===== src/rtl/fifo_axis_reader.sv =====
// fifo_axis_reader
// Drains a show-ahead FIFO into an AXI4-Stream master. The output beat is
// registered, and a one-entry skid register absorbs the pop that was already
// committed when the consumer stalls. Because of the skid, fifo_r_en never
// depends on m_tready. Beats are grouped into fixed-length packets via
// m_tlast.
//
// Ports:
//   aclk, aresetn         clock / async active-low reset
//   enable                allow new pops (buffered beats drain regardless)
//   fifo_empty            FIFO empty flag
//   fifo_r_data           FIFO head word (show-ahead)
//   fifo_r_en             pop strobe to the FIFO
//   m_tdata/m_tvalid/
//   m_tlast/m_tready      AXI4-Stream master
//   pkt_count             count of accepted tlast beats (wraps)
//   busy                  output stage or skid register holds a beat
module fifo_axis_reader #(
  parameter int WIDTH   = 8,
  parameter int PKT_LEN = 16,
  parameter int CNT_W   = 16
) (
  input  logic             aclk,
  input  logic             aresetn,
  input  logic             enable,
  input  logic             fifo_empty,
  input  logic [WIDTH-1:0] fifo_r_data,
  output logic             fifo_r_en,
  output logic [WIDTH-1:0] m_tdata,
  output logic             m_tvalid,
  output logic             m_tlast,
  input  logic             m_tready,
  output logic [CNT_W-1:0] pkt_count,
  output logic             busy
);

  // Beat-position counter width; a 1-bit counter that never moves is used
  // when packets are disabled (0) or single-beat (1).
  localparam int            PW       = (PKT_LEN > 1) ? $clog2(PKT_LEN) : 1;
  localparam logic [PW-1:0] LAST_IDX = (PKT_LEN > 1) ? PW'(PKT_LEN - 1) : '0;
  localparam bit            HAS_LAST = (PKT_LEN != 0);

  logic [WIDTH-1:0] tdata_q, tdata_d;
  logic             tvalid_q, tvalid_d;
  logic             tlast_q, tlast_d;
  logic [WIDTH-1:0] skid_data_q, skid_data_d;
  logic             skid_last_q, skid_last_d;
  logic             skid_valid_q, skid_valid_d;
  logic [PW-1:0]    pop_cnt_q, pop_cnt_d;
  logic [CNT_W-1:0] pkt_cnt_q, pkt_cnt_d;

  logic pop, pop_last, accept;

  // A pop is only issued when the skid is empty, so even if the output stage
  // stalls this very cycle there is room for the word. Held off during reset.
  assign pop      = aresetn & enable & ~fifo_empty & ~skid_valid_q;
  assign pop_last = HAS_LAST && (pop_cnt_q == LAST_IDX);
  assign accept   = tvalid_q & m_tready;

  always_comb begin
    tdata_d      = tdata_q;
    tvalid_d     = tvalid_q;
    tlast_d      = tlast_q;
    skid_data_d  = skid_data_q;
    skid_last_d  = skid_last_q;
    skid_valid_d = skid_valid_q;
    pop_cnt_d    = pop_cnt_q;
    pkt_cnt_d    = pkt_cnt_q;

    if (pop && (!tvalid_q || accept)) begin
      // Output stage free: popped word goes straight to the output.
      tdata_d  = fifo_r_data;
      tlast_d  = pop_last;
      tvalid_d = 1'b1;
    end else if (pop) begin
      // Output stalled: park the word; skid is known empty here.
      skid_data_d  = fifo_r_data;
      skid_last_d  = pop_last;
      skid_valid_d = 1'b1;
    end else if (accept && skid_valid_q) begin
      // Refill the output from the skid, preserving order.
      tdata_d      = skid_data_q;
      tlast_d      = skid_last_q;
      skid_valid_d = 1'b0;
    end else if (accept) begin
      tvalid_d = 1'b0;
    end

    if (pop && (PKT_LEN > 1))
      pop_cnt_d = (pop_cnt_q == LAST_IDX) ? '0 : pop_cnt_q + PW'(1);

    if (accept && tlast_q)
      pkt_cnt_d = pkt_cnt_q + CNT_W'(1);
  end

  always_ff @(posedge aclk or negedge aresetn) begin
    if (!aresetn) begin
      tdata_q      <= '0;
      tvalid_q     <= 1'b0;
      tlast_q      <= 1'b0;
      skid_data_q  <= '0;
      skid_last_q  <= 1'b0;
      skid_valid_q <= 1'b0;
      pop_cnt_q    <= '0;
      pkt_cnt_q    <= '0;
    end else begin
      tdata_q      <= tdata_d;
      tvalid_q     <= tvalid_d;
      tlast_q      <= tlast_d;
      skid_data_q  <= skid_data_d;
      skid_last_q  <= skid_last_d;
      skid_valid_q <= skid_valid_d;
      pop_cnt_q    <= pop_cnt_d;
      pkt_cnt_q    <= pkt_cnt_d;
    end
  end

  assign fifo_r_en = pop;
  assign m_tdata   = tdata_q;
  assign m_tvalid  = tvalid_q;
  assign m_tlast   = tlast_q;
  assign pkt_count = pkt_cnt_q;
  assign busy      = tvalid_q | skid_valid_q;

endmodule


===== config.mk =====
export PLATFORM = sky130hd
export DESIGN_NAME = fifo_axis_reader
export DESIGN_NICKNAME = d
export VERILOG_FILES = /design/src/rtl/fifo_axis_reader.sv
export SDC_FILE = /design/constraint.sdc
export NUM_CORES = 1
export LEC_CHECK = 0
export BUFFER_PORTS_ARGS = -buffer_cell sky130_fd_sc_hd__buf_2
export CAP_MARGIN = 20
export CORE_AREA = 2 2 88 90
export DETAILED_ROUTE_END_ITERATION = 7
export DIE_AREA = 0 0 90 92
export PLACE_DENSITY = 0.38
export SKIP_LAST_GASP = 1
export SYNTH_ARGS = -nofsm -noshare
export SYNTH_HDL_FRONTEND = slang
export SYNTH_SLANG_ARGS = --single-unit
export TNS_END_PERCENT = 10

===== constraint.sdc =====
create_clock -name aclk -period 3.1 [get_ports aclk]
set_input_delay 0.775 -clock aclk [delete_from_list [all_inputs] [get_ports aclk]]
set_output_delay 0.775 -clock aclk [all_outputs]
set_load 0.05 [all_outputs]

==> out/qor.yml, run 1 <==
sta:
  finalSetupViolations: 0
  finalHoldViolCount: 0
  rsz0062_at_grt: "no"
  slew_viol_final: 0
  setup_ws_ps: 640
  final.period_utilization_pct: 79.3
  tightest_slew_ps: 513
  fmax_mhz: 407
  finClkSkew_ps: 2.60
  tns_ps: 0
  slew_headroom_pct: 65.6
  fin_crit_ps: 2460
logic_synthesis:
  synth.net_count: 151
  post_synth.cell_area_avg_um2: 13.0
  yosysTopAreaCell: "dfrtp_1"
  async_flop_share_pct: 100
  synth_top_area_share_pct: 56.7
  synth_flop_cell: "dfrtp_1"
  yosysUniqueCellTypes: 35
  syn_inst: 136
  ys_seq_elements: 40
  yosysWarnings: 0
  synth_edf_count: 0
  syn_area_mm2: 0.00177
  synthTopCellsByArea: "dfrtp_1, mux2_2, xnor2_1"
  ys_seq_area_share_pct: 56.7
placement:
  place_area_mm2: 0.00207
  pre_cts_ws_ps: 608
  io_buffers: 40
  place_congestion: 0.729
  dp_hpwl_mm: 2.64
pwr:
  p_int_w: 0.000991
  ir_worst_vdd_mv: 0.341
  pwr-share-seq_pct: 46.1
  p_clk_share_pct: 21.7
  p_per_area_mw_per_mm2: 745
  power.switching_w: 0.000620
  switching_share_pct: 38.5
  power_w: 0.00161
  p_leak_nw: 1.13
  pwr-share-comb_pct: 32.2
grt:
  antenna_found_initial: 0
  grt_overflow: 0
  grt_pass1_wl_mm: 6.21
  grt_pass1_vias: 1274
  grt_util_all_layers_pct: 9.41
  grt_start_max_net_pins: 41
critical_path:
  worstSetupPathType: "primary input to output port"
  cp-end-kind: "output port"
  critPathMaxFanout: 11
  critical_path_required_ps: 2320
  start_kind: "primary input"
  worstPathArrival_ps: 1680
clock_network:
  cts_resized: 0
  hold_buffers: 0
  cts_setup_buffers: 0
  clock_path_buffers: 2
  cts_inserted_buffers: 5
  cts_max_level: 2
  clkLatencyLatePin_ps: 280
  cts_sinks: 40
  cts-root-buf: "clkbuf_8"
  clk_pin_slew_ps: 70
  cts_tree: "done"
routing:
  drt-wirelength-per-cell_um: 13.0
  wl_mm: 3.68
  drc_errors: 0
  vias_per_cell: 4.29
  vias: 1213
  drt-pass1-iter-count: 2
  postRouteAntennaNets: 0
  drtIter0Drc: 29
final_layout:
  finish.net_count: 195
  final_area_mm2: 0.00216
  final_layout_size_suffix_gt1_share_pct: 38.1
  n_fill_cell: 783
  antenna_cells: 0
  area_delta_synth_final_pct: 22.5
floorplan:
  start_util_pct: 23.7
  die-width_um: 90
  rows: 32
  pin_count: 41
  die_area_mm2: 0.00828
  die_h_um: 92
  core-area_mm2: 0.00745
flow_run:
  maxCapViolations: 0
status:
  status: "complete, no violations"
hold_path:
  min_path_type: "flip-flop to flip-flop"
==> synth_stat cells (2+ instances only) <==
master	count
dfrtp_1	40
xnor2_1	11
nand3_1	5
nand4_1	3
a21o_1	9
xor2_1	5
a22o_1	8
nand2_1	9
ha_1	2
o21ai_0	4
a21oi_1	3
and4_1	2
and3_2	2
buf_2	2
and3_1	2
mux2_2	10
==> cell usage in the layout (no fill, tap or decap), types with 2 or more instances in the layout <==
| cell type | Yosys | routed |
|---|---|---|
| a21o_1 | 9 | 9 |
| a21oi_1 | 3 | 3 |
| a22o_1 | 8 | 8 |
| and3_1 | 2 | 2 |
| and3_2 | 2 | 2 |
| and4_1 | 2 | 2 |
| buf_2 | 2 | 40 |
| clkbuf_1 | 0 | 2 |
| clkbuf_8 | 0 | 6 |
| dfrtp_1 | 40 | 40 |
| ha_1 | 2 | 2 |
| mux2_2 | 10 | 10 |
| nand2_1 | 9 | 9 |
| nand3_1 | 5 | 5 |
| nand4_1 | 3 | 3 |
| o21ai_0 | 4 | 4 |
| xnor2_1 | 11 | 11 |
| xor2_1 | 5 | 5 |
==> final timing paths <==
check	slack (ps)	cells after the start	endpoint	startpoint
setup reg to reg	1070	4	m_tlast$_DFFE_PN0P_	skid_valid_q$_DFFE_PN0P_
max in group asynchronous	2180	2	pkt_count[8]$_DFFE_PN0P_	aresetn
setup / recovery	640	3	fifo_r_en	fifo_empty
hold / removal	480	1	pkt_count[15]$_DFFE_PN0P_	pkt_count[15]$_DFFE_PN0P_
hold reg to reg	480	1	pkt_count[15]$_DFFE_PN0P_	pkt_count[15]$_DFFE_PN0P_
min in group asynchronous	570	2	m_tvalid$_DFFE_PN0P_	aresetn
==> layout make-up <==
cell class,count,area [um2],share of cell area [%]
Inverter,1,3.75,0.174
Multi-Input combinational cell,91,732,33.9
Tap cell,102,128,5.90
Clock buffer,8,90.1,4.17
Timing Repair Buffer,41,208,9.61
Sequential cell,40,1000,46.3
==> worst max-delay path: stages <==
cell and delay (ps):
buf_2 90, and4bb_1 480, buf_2 340
==> metrics by stage <==
stage | std cells | util, % | hold WS (ps)
6_report | 283 | 29.0 | 479
5_1_grt | 283 | 29.0 | 505
4_1_cts | 283 | 29.0 | 485
3_5_place_dp | 275 | 27.8 | 460
3_3_place_gp | 275 | 27.8 | 456
2_1_floorplan | 136 | - | 450
==> per-layer routing <==
metal  vias up  global-route usage (%)  wire, um
met1       605                    11.1      1600
met5         -                       0         0
met3         5                    3.20       198
met4         0                    2.69        38
met2        30                    16.4      1840
li1        573                       -         -
==> power by group through the flow <==
stage / registers (W) / clock network (W) / logic, W
floorplan: 0.000941 / 0 / 0.000194
global placement: 0.000748 / 0 / 0.000511
detailed placement: 0.000752 / 0 / 0.000523
CTS: 0.000743 / 0.000367 / 0.000526
global route: 0.000762 / 0.000389 / 0.000553
finish: 0.000743 / 0.000350 / 0.000518
==> flip-flops by register name, indices dropped and copies added (netlist names) <==
signal	flops
m_tdata	8
m_tlast	1
m_tvalid	1
pkt_count	16
pop_cnt_q	4
skid_data_q	8
skid_last_q	1
skid_valid_q	1
==> kinds of logic (layout without fill, tap and decap cells) <==
group,Yosys count,count (layout),share of synthesized area [%]
AOI/OAI and AO/OA,25,25,10.3
xor gates and xnor gates,16,16,7.94
adders and majority gates,2,2,1.42
buffers and inverters,5,50,1.84
DFF,40,40,56.7
muxes,10,10,6.38
and+or+nand+nor,38,38,15.4
Power figures use the tool's default switching activity.
==> inputs of run 2 (changes only) <==
--- a/config.mk
+++ b/config.mk
@@ -5,11 +5,12 @@
 export SDC_FILE = /design/constraint.sdc
 export NUM_CORES = 1
 export LEC_CHECK = 0
+export ABC_AREA = 1
 export BUFFER_PORTS_ARGS = -buffer_cell sky130_fd_sc_hd__buf_2
 export CAP_MARGIN = 20
-export CORE_AREA = 2 2 88 90
+export CORE_AREA = 2 2 90 92
 export DETAILED_ROUTE_END_ITERATION = 7
-export DIE_AREA = 0 0 90 92
+export DIE_AREA = 0 0 92 94
 export PLACE_DENSITY = 0.38
 export SKIP_LAST_GASP = 1
 export SYNTH_ARGS = -nofsm -noshare
==> constraint.sdc (replaced) <==
create_clock -name aclk -period 2.33 [get_ports aclk]
set_input_delay 0.5825 -clock aclk [delete_from_list [all_inputs] [get_ports aclk]]
set_output_delay 0.5825 -clock aclk [all_outputs]
set_load 0.05 [all_outputs]
==> run 2 against run 1 <==
  * Sequential cell count unchanged
  * Via count rose by 21%
  * Die area grew 4.4%
  * Combinational power up 65%
  * Synthesized cell count up 54%
  * Hold slack got worse by 87 ps
  * First-iteration DRC count grew 34%
  * Final cell count grew 27%
  * Largest power group unchanged
  * Highest routed layer unchanged
==> out/qor.yml, run 2 <==
grt:
  grt_overflow: 0
  grt_pass1_wl_mm: 7.22
  grt_pass1_vias: 1483
  grt_start_max_net_pins: 41
  grt_util_all_layers_pct: 10.6
  antenna_found_initial: 0
floorplan:
  die_area_mm2: 0.00865
  core-area_mm2: 0.00761
  pin_count: 41
  die_h_um: 94
  die-width_um: 92
  start_util_pct: 24.7
  rows: 32
clock_network:
  cts_setup_buffers: 0
  cts_resized: 0
  cts_inserted_buffers: 5
  cts_max_level: 2
  clkLatencyLatePin_ps: 290
  clk_pin_slew_ps: 80
  hold_buffers: 0
  cts_tree: "done"
  cts_sinks: 40
  cts-root-buf: "clkbuf_8"
  clock_path_buffers: 2
critical_path:
  path_cells: "inv_1, nand2_1, buf_2"
  critical_path.top_delay_family: "flip-flops"
  worstPathArrival_ps: 1190
  slowest_stage: "dfrtp_1"
  r2r_setup_slack_ps: 940
  path_buf_inv: 2
  worstSetupPathType: "flip-flop to output port"
  cp-end-kind: "output port"
  critical_path_required_ps: 1750
  start_kind: "flip-flop"
  critPathMaxFanout: 5
  slowest_delay_ps: 460
logic_synthesis:
  synthAdderAreaFrac_pct: 1.33
  synth_most_common_cell: "nand2_1"
  synthTopCellsByCount: "nand2_1, dfrtp_1, inv_1"
  synth.mux.area_fraction_pct: 0
  yosysWarnings: 0
  ys_seq_area_share_pct: 53.2
  synth_top_area_share_pct: 53.2
  async_flop_share_pct: 100
  synthTopCellsByArea: "dfrtp_1, nand2_1, inv_1"
  yosysTopAreaCell: "dfrtp_1"
  synth.net_count: 224
  yosys.area_share.simple_pct: 26.2
  yosysUniqueCellTypes: 22
  synth_edf_count: 0
  post_synth.cell_area_avg_um2: 9.00
  synth_xor_area_share_pct: 5.59
  syn_inst: 209
  synth_compound_area_share_pct: 7.19
  synth_top_family_by_area: "simple AND/OR/NAND/NOR gates"
  ys_seq_elements: 40
  syn_area_mm2: 0.00188
  synth_flop_cell: "dfrtp_1"
final_layout:
  final_common_cell: "nand2_1"
  layout_common_cells: "nand2_1, buf_2, dfrtp_1"
  area_delta_synth_final_pct: 22.9
  final_area_mm2: 0.00231
  finish.net_count: 271
  final_layout_size_suffix_gt1_share_pct: 23.3
  fin_util_pct: 30.4
  antenna_cells: 0
  largest_reg_flops: 16
  n_fill_cell: 846
hold_path:
  min_path_type: "primary input to asynchronous set/reset pin"
sta:
  whs_ps: 392
  fin_crit_ps: 1770
  final.period_utilization_pct: 76.1
  setup_ws_ps: 556
  rsz0062_at_grt: "no"
  slew_headroom_pct: 64.5
  finalSetupViolations: 0
  tightest_slew_ps: 533
  finClkSkew_ps: 3.65
  slew_viol_final: 0
  finalHoldViolCount: 0
  fmax_mhz: 564
  tns_ps: 0
pwr:
  power.switching_w: 0.00101
  pwr-share-comb_pct: 35.1
  p_clk_share_pct: 23.2
  p_per_area_mw_per_mm2: 1060
  p_leak_nw: 1.19
  switching_share_pct: 41.3
  pwr-share-seq_pct: 41.8
  p_int_w: 0.00143
  ir_worst_vdd_mv: 0.459
routing:
  drc_errors: 0
  wl_mm: 4.17
  drt-wirelength-per-cell_um: 11.6
  postRouteAntennaNets: 0
  vias: 1470
  vias_per_cell: 4.09
  drt-pass1-iter-count: 4
  drtIter0Drc: 39
placement:
  dp_hpwl_mm: 3.03
  place_congestion: 0.723
  pre_cts_ws_ps: 532
  place_area_mm2: 0.00220
  io_buffers: 40
status:
  status: "complete, no violations"
flow_run:
  maxCapViolations: 0
-- run 2: area by class of cell --
type                    count  area, um2  share of cell area, %
clock inverters             2       35.0                   1.52
well taps                 102        128                   5.52
multi-input cells         141        758                   32.8
flip-flops and latches     40       1000                   43.3
clock buffers               6       72.6                   3.14
repair buffers             43        223                   9.64
inverters                  25       93.8                   4.06
-- run 2: per-layer routing --
metal	share of wire (%)	GRT usage (%)	vias up
met3	5.6	3.21	6
met5	0	0	-
met4	1.2	3.36	0
met1	48	13.2	667
li1	-	-	759
met2	46	17.5	38
-- run 2: power by group through the flow --
stage | clock network [W] | logic (W) | registers, W
global placement | 0 | 0.000863 | 0.00104
global route | 0.000619 | 0.000936 | 0.00105
detailed placement | 0 | 0.000870 | 0.00104
finish | 0.000566 | 0.000857 | 0.00102
CTS | 0.000592 | 0.000872 | 0.00102
floorplan | 0 | 0.000335 | 0.00134
-- run 2: through the flow --
step | instances | power [W]
4_1_cts | 359 | 0.00249
3_5_place_dp | 351 | 0.00191
2_1_floorplan | 209 | 0.00168
3_3_place_gp | 351 | 0.00190
6_report | 359 | 0.00244
5_1_grt | 359 | 0.00260
-- run 2: cell families after synthesis --
kind of cell / after synthesis
simple gates: 105
buf+inv: 28
fa+ha+maj: 2
flops: 40
compound gates: 22
xor+xnor: 12
-- run 2: worst paths after layout --
kind	start	endpoint	depth (start not counted)
setup / recovery	m_tvalid$_DFFE_PN0P_	busy	3
hold / removal	aresetn	pkt_count[0]$_DFFE_PN0P_	2
setup reg to reg	skid_valid_q$_DFFE_PN0P_	m_tdata[5]$_DFFE_PN0P_	5
hold reg to reg	skid_data_q[7]$_DFFE_PN0P_	skid_data_q[7]$_DFFE_PN0P_	2
max in group asynchronous	aresetn	pkt_count[10]$_DFFE_PN0P_	2
min in group aclk	skid_data_q[7]$_DFFE_PN0P_	skid_data_q[7]$_DFFE_PN0P_	2
